## src/rtl/grid_game_fsm.sv

```systemverilog
// Room-grid adventure game: player walks a GRID_W x GRID_H map, picks up a sword, fights a dragon, exits to win.
// Optional move limit enabled by defining GAME_MOVE_LIMIT_EN.
module grid_game_fsm #(
    parameter int unsigned GRID_W      = 3,
    parameter int unsigned GRID_H      = 3,
    parameter int unsigned START_ROOM  = 0,
    parameter int unsigned SWORD_ROOM  = 2,
    parameter int unsigned DRAGON_ROOM = 4,
    parameter int unsigned EXIT_ROOM   = 8,
    parameter logic [GRID_W*GRID_H-1:0] BLOCK_MASK = '0,
    parameter int unsigned MAX_MOVES   = 8,
    localparam int unsigned ROOM_W = $clog2(GRID_W*GRID_H),
    localparam int unsigned MOVE_W = $clog2(MAX_MOVES+1)
) (
    input  logic              clk,
    input  logic              reset,
    input  logic              n,
    input  logic              s,
    input  logic              e,
    input  logic              w,
    output logic [ROOM_W-1:0] room,
    output logic              sword,
    output logic              slain,
    output logic [MOVE_W-1:0] moves,
    output logic              win,
    output logic              d
);

    localparam int unsigned CELLS   = GRID_W * GRID_H;
    localparam int unsigned X_W     = $clog2(GRID_W);
    localparam int unsigned Y_W     = $clog2(GRID_H);
    localparam int unsigned START_X = START_ROOM % GRID_W;
    localparam int unsigned START_Y = START_ROOM / GRID_W;
    localparam logic [2**ROOM_W-1:0] MASK_EXT = (2**ROOM_W)'(BLOCK_MASK);

    typedef enum logic [1:0] {PLAY, WIN, DEAD} state_t;

    function automatic bit room_bad(input int unsigned r);
        return (r >= CELLS) ? 1'b1 : BLOCK_MASK[r % CELLS];
    endfunction

    // Elaboration-time map sanity checks
    if (room_bad(START_ROOM))   begin : g_bad_start  $error("START_ROOM out of range or blocked");  end
    if (room_bad(SWORD_ROOM))   begin : g_bad_sword  $error("SWORD_ROOM out of range or blocked");  end
    if (room_bad(DRAGON_ROOM))  begin : g_bad_dragon $error("DRAGON_ROOM out of range or blocked"); end
    if (room_bad(EXIT_ROOM))    begin : g_bad_exit   $error("EXIT_ROOM out of range or blocked");   end
    if (START_ROOM == DRAGON_ROOM) begin : g_start_dragon $error("START_ROOM equals DRAGON_ROOM"); end

    state_t            state;
    logic [X_W-1:0]    x_q;
    logic [Y_W-1:0]    y_q;

    logic [X_W-1:0]    cand_x;
    logic [Y_W-1:0]    cand_y;
    logic [ROOM_W-1:0] cand_room;
    logic              step_ok;
    logic              accept;
    logic [MOVE_W-1:0] moves_inc;
    logic              at_sword;
    logic              at_dragon;
    logic              dragon_kills;
    logic              slain_next;
    logic              wins;
    logic              limit_hit;

    // Candidate neighbour room and the consequences of entering it
    always_comb begin
        cand_x  = x_q;
        cand_y  = y_q;
        step_ok = 1'b0;
        unique case ({n, s, e, w})
            4'b1000: if (y_q != '0) begin
                cand_y  = y_q - Y_W'(1);
                step_ok = 1'b1;
            end
            4'b0100: if (y_q != Y_W'(GRID_H - 1)) begin
                cand_y  = y_q + Y_W'(1);
                step_ok = 1'b1;
            end
            4'b0010: if (x_q != X_W'(GRID_W - 1)) begin
                cand_x  = x_q + X_W'(1);
                step_ok = 1'b1;
            end
            4'b0001: if (x_q != '0) begin
                cand_x  = x_q - X_W'(1);
                step_ok = 1'b1;
            end
            default: step_ok = 1'b0;
        endcase

        cand_room    = ROOM_W'(int'(cand_y) * GRID_W + int'(cand_x));
        accept       = (state == PLAY) && step_ok && !MASK_EXT[cand_room];
        moves_inc    = (moves == '1) ? moves : moves + MOVE_W'(1);
        at_sword     = (cand_room == ROOM_W'(SWORD_ROOM));
        at_dragon    = (cand_room == ROOM_W'(DRAGON_ROOM));
        dragon_kills = at_dragon && !sword;
        slain_next   = slain || (at_dragon && sword);
        wins         = (cand_room == ROOM_W'(EXIT_ROOM)) && slain_next;
`ifdef GAME_MOVE_LIMIT_EN
        limit_hit    = (moves_inc == MOVE_W'(MAX_MOVES));
`else
        limit_hit    = 1'b0;
`endif
    end

    // Game state and all registered outputs
    always_ff @(posedge clk or negedge reset) begin
        if (!reset) begin
            state <= PLAY;
            x_q   <= X_W'(START_X);
            y_q   <= Y_W'(START_Y);
            room  <= ROOM_W'(START_ROOM);
            sword <= 1'b0;
            slain <= 1'b0;
            moves <= '0;
            win   <= 1'b0;
            d     <= 1'b0;
        end else if (accept) begin
            x_q   <= cand_x;
            y_q   <= cand_y;
            room  <= cand_room;
            moves <= moves_inc;
            if (at_sword) sword <= 1'b1;
            slain <= slain_next;
            // Dragon death outranks a win, which outranks the move limit
            if (dragon_kills) begin
                state <= DEAD;
                d     <= 1'b1;
            end else if (wins) begin
                state <= WIN;
                win   <= 1'b1;
            end else if (limit_hit) begin
                state <= DEAD;
                d     <= 1'b1;
            end
        end
    end

endmodule

```

## config.mk

```make
export PLATFORM = sky130hd
export DESIGN_NAME = grid_game_fsm
export DESIGN_NICKNAME = d
export VERILOG_FILES = /design/src/rtl/grid_game_fsm.sv
export SDC_FILE = /design/constraint.sdc
export NUM_CORES = 1
export LEC_CHECK = 0
export BUFFER_PORTS_ARGS = -buffer_cell sky130_fd_sc_hd__buf_2
export CAP_MARGIN = 30
export CORE_MARGIN = 3
export CORE_UTILIZATION = 55
export DETAILED_ROUTE_END_ITERATION = 12
export GPL_ROUTABILITY_DRIVEN = 0
export PLACE_DENSITY = 0.86
export RECOVER_POWER = 50
export SYNTH_ARGS = -nofsm -noshare
export SYNTH_HDL_FRONTEND = slang
export SYNTH_SLANG_ARGS = --single-unit
export TNS_END_PERCENT = 10
```

## constraint.sdc

```tcl
create_clock -name clk -period 4.15 [get_ports clk]
set_input_delay 0.415 -clock clk [delete_from_list [all_inputs] [get_ports clk]]
set_output_delay 0.415 -clock clk [all_outputs]
set_load 0.01 [all_outputs]
```

==> results.txt <==
The run finished with clean final reports. The family with the most delay on the worst path was adder cells. Wires add up to 2.24 mm. Buffers inserted to repair hold after CTS numbered 0. The number of nets in the synthesized netlist is 120.

The longest clock path from root to sink contains 2 buffers. Share of flip-flops with an asynchronous set or reset after synthesis: 1.00. In this run the vertical extent of the chip is 52.6 µm. The run gives 1 as the number of H-tree levels. Setup total negative slack on the finished layout was measured at 0 ns. The slew at the pin closest to its max-slew limit is 0.944 ns, and the warning count from the yosys run is 0. 18 I/O pins were placed. The number of synthesized register bits is 18, and the global-route congestion overflow total is 0. The critical path contains buffers and inverters numbering 3 combined. Clock-pin slew was measured on the worst setup and hold paths at 0.11 ns.

Summing over every cut layer, the via total after detailed routing is 866. The initialized floorplan defines 16 standard-cell rows. Setup repair after global routing left no endpoint under its margin.

The startpoint identified for the worst register-to-register timing path is y_q[0]$_DFFE_PN0P_. The run gives 0.604 nW as the static leakage power. The via count normalized by instance count works out to 5.85. The run gives 2760 µm² as the die outline area.

The run gives 1190 µm² as the area of the mapped netlist. The starting density of the core is 0.596, and the maximum fanout along the worst path is 5. Cell with the biggest individual delay on the critical path: fa_1. The maximum clock frequency is 305 MHz. The tree is rooted in a clkbuf_4. Post-cts resize count: 0. Part of the Yosys area used for sequential elements: 0.378. Walking the worst path, the cells encountered are inv_1 -> ha_1 -> a22oi_1 -> nor3_1 -> a21oi_1 -> fa_1 -> inv_1 -> ha_1 -> inv_1 -> fa_1 -> nor3b_1 -> a31o_2.

The pin count of the biggest net entering global routing is 19, and the total power density per cell area is 419 nW/µm². Summed over all nets, the half-perimeter wirelength after detailed placement is 1.71 mm. For the via count of the first global-routing pass, the log shows 909. The area of the core was 2000 µm²; the distinct cell type count after synthesis was 32. The routed length per placed instance is 15.1 µm. Clock skew on the completed layout was measured at 0.0108 ns.

STA classifies the critical path startpoint as a flop. IR analysis of the VDD net gives a maximum drop of 0.346 mV. After the last flow step, the layout net total stands at 142. The DRC violation count after routing is 0. 0 antenna diodes ended up in the layout. Measured along the x axis, the die boundary spans 52.6 µm. The normalized max-slew margin is 0.371. The tools report the insertion delay of the later-clocked pin in the worst-skew pair as 0.30 ns. Once detail routing completed, the nets flagged for antenna violations numbered 0. Setup violations remaining at the end of the flow were counted as 0. The worst setup path is captured at a flop.

After the first detailed-routing iteration, the DRC count stood at 13. Buffers placed on the I/O ports in this run total 17. The logs give 562 µW for the total power and 0 for the number of max-cap violations. TritonCTS built the clock tree. The run gives 0.187 as the overall fraction of global-route tracks in use. The global-route wire length before repair was 3.73 mm; the detailed-routing iteration count for the pre-antenna-repair pass was 4.

For this run, the slowest stage of the critical path takes 0.51 ns. The most used flip-flop cell after synthesis is dfrtp_1. The logs give 0 for the number of antenna violations at the first check in global routing and 0 for the number of pins exceeding their max-slew limit in the final report. Share of the clock period used by the worst path after layout: 0.791. The worst setup path is of the flop to flop kind. The TritonCTS buffer count is 3, and the count of flip-flops with a built-in enable after synthesis is 0. The worst hold path belongs to the class input pin to async pin.

From synthesis to final layout, the design area changed by 12.3%. The critical path starts at y_q[0]$_DFFE_PN0P_. The run gives 3.54 ns as the arrival time of data at the critical path endpoint. After synthesis, the mean cell area works out to 11.9 µm². Share of cells above drive strength 1: 0.248. The most frequent cell on the critical path is inv_1.

After layout, the minimum clock period comes to 3.28 ns. Post-CTS timing repair inserted 0 buffers for setup. The run gives 4.40 ns as the required time of the worst setup path. The tree built by TritonCTS fans out to 18 sinks.

The number of hold violations in the final report was 0. The cell count after synthesis came out at 100.
## cell type report
type,instances,area (µm²)
clock buffer,4,36.3
multi-input combinational,73,708
timing repair buffer,17,76.3
fill,175,663
inverter,9,33.8
tap,27,33.8
sequential,18,450
## cells in the mapped netlist (all sizes together), types with 3 or more instances
library cell | instances | area (µm²)
nor3 | 4 | 20.0
mux2 | 4 | 45.0
a21oi | 6 | 37.5
a31o | 5 | 43.8
nor2 | 3 | 11.3
dfrtp | 18 | 450
ha | 12 | 150
o21ai | 4 | 42.5
a22oi | 4 | 30.0
nor3b | 6 | 65.1
inv | 9 | 33.8
a22o | 4 | 35.0
and2b | 3 | 22.5
## metal layers
layer / vias up / GRT usage / share of wire
met2: 25 / 0.306 / 0.48
li1: 415 / - / -
met3: 6 / 0.0228 / 0.042
met1: 420 / 0.224 / 0.45
met5: - / 0 / 0
met4: 0 / 0.136 / 0.029
## state kept, by name, summed over array words and instances, names as in the netlist
signal	cells
d	1
x_q	2
y_q	2
slain	1
win	1
sword	1
state	2
room	4
moves	4
## power breakdown
part           total (mW)  switching, mW  internal, mW
Combinational       0.194          0.108        0.0855
Sequential          0.258         0.0405         0.217
Clock               0.110         0.0561        0.0536
Total               0.562          0.205         0.357
## final timing paths
path	depth (start not counted)	end	slack [ns]
max reg2reg	12	d$_DFFE_PN0P_	0.87
min reg2reg	1	win$_DFFE_PN0P_	0.48
max	12	d$_DFFE_PN0P_	0.87
max in group asynchronous	1	room[3]$_DFFE_PN0P_	3.35
min in group clk	1	win$_DFFE_PN0P_	0.48
min	1	x_q[1]$_DFFE_PN0P_	0.22
## layout by cell type, fill, tap and decap left out, types with 2 or more instances in the layout
cell type / instances
nor3b_2: 4
mux2i_1: 2
a21oi_1: 4
dfrtp_1: 18
a22oi_1: 4
buf_2: 10
and2b_1: 3
ha_1: 12
o21ai_0: 2
a22o_1: 4
nor3_1: 4
a21oi_2: 2
clkbuf_1: 7
clkbuf_4: 3
mux2_1: 4
o21ai_4: 2
a31o_2: 4
nor3b_1: 2
a21o_1: 2
inv_1: 9
fa_1: 2
nor2_1: 3
## kinds of logic (layout without fill, tap and decap cells)
kind of cell / count (synthesis) / in the layout / synth area share
compound gates: 29 / 29 / 0.217
buf+inv: 9 / 30 / 0.0283
fa+ha+maj: 14 / 14 / 0.159
flops: 18 / 18 / 0.378
simple gates: 23 / 23 / 0.155
mux: 6 / 6 / 0.0546
xor+xnor: 1 / 1 / 0.00735
## stage by stage
stage	util	hold slack, ns	cell area [µm²]	setup WS, ns	cells
after floorplan	-	0.119	1190	1.19	100
after global placement	0.655	0.356	1310	1.00	144
after detailed placement	0.655	0.367	1310	0.871	144
after CTS	0.673	0.0245	1350	0.861	148
after global routing	0.669	0.270	1340	0.585	148
final	0.669	0.217	1340	0.866	148
(Power assumes the default switching activity.)
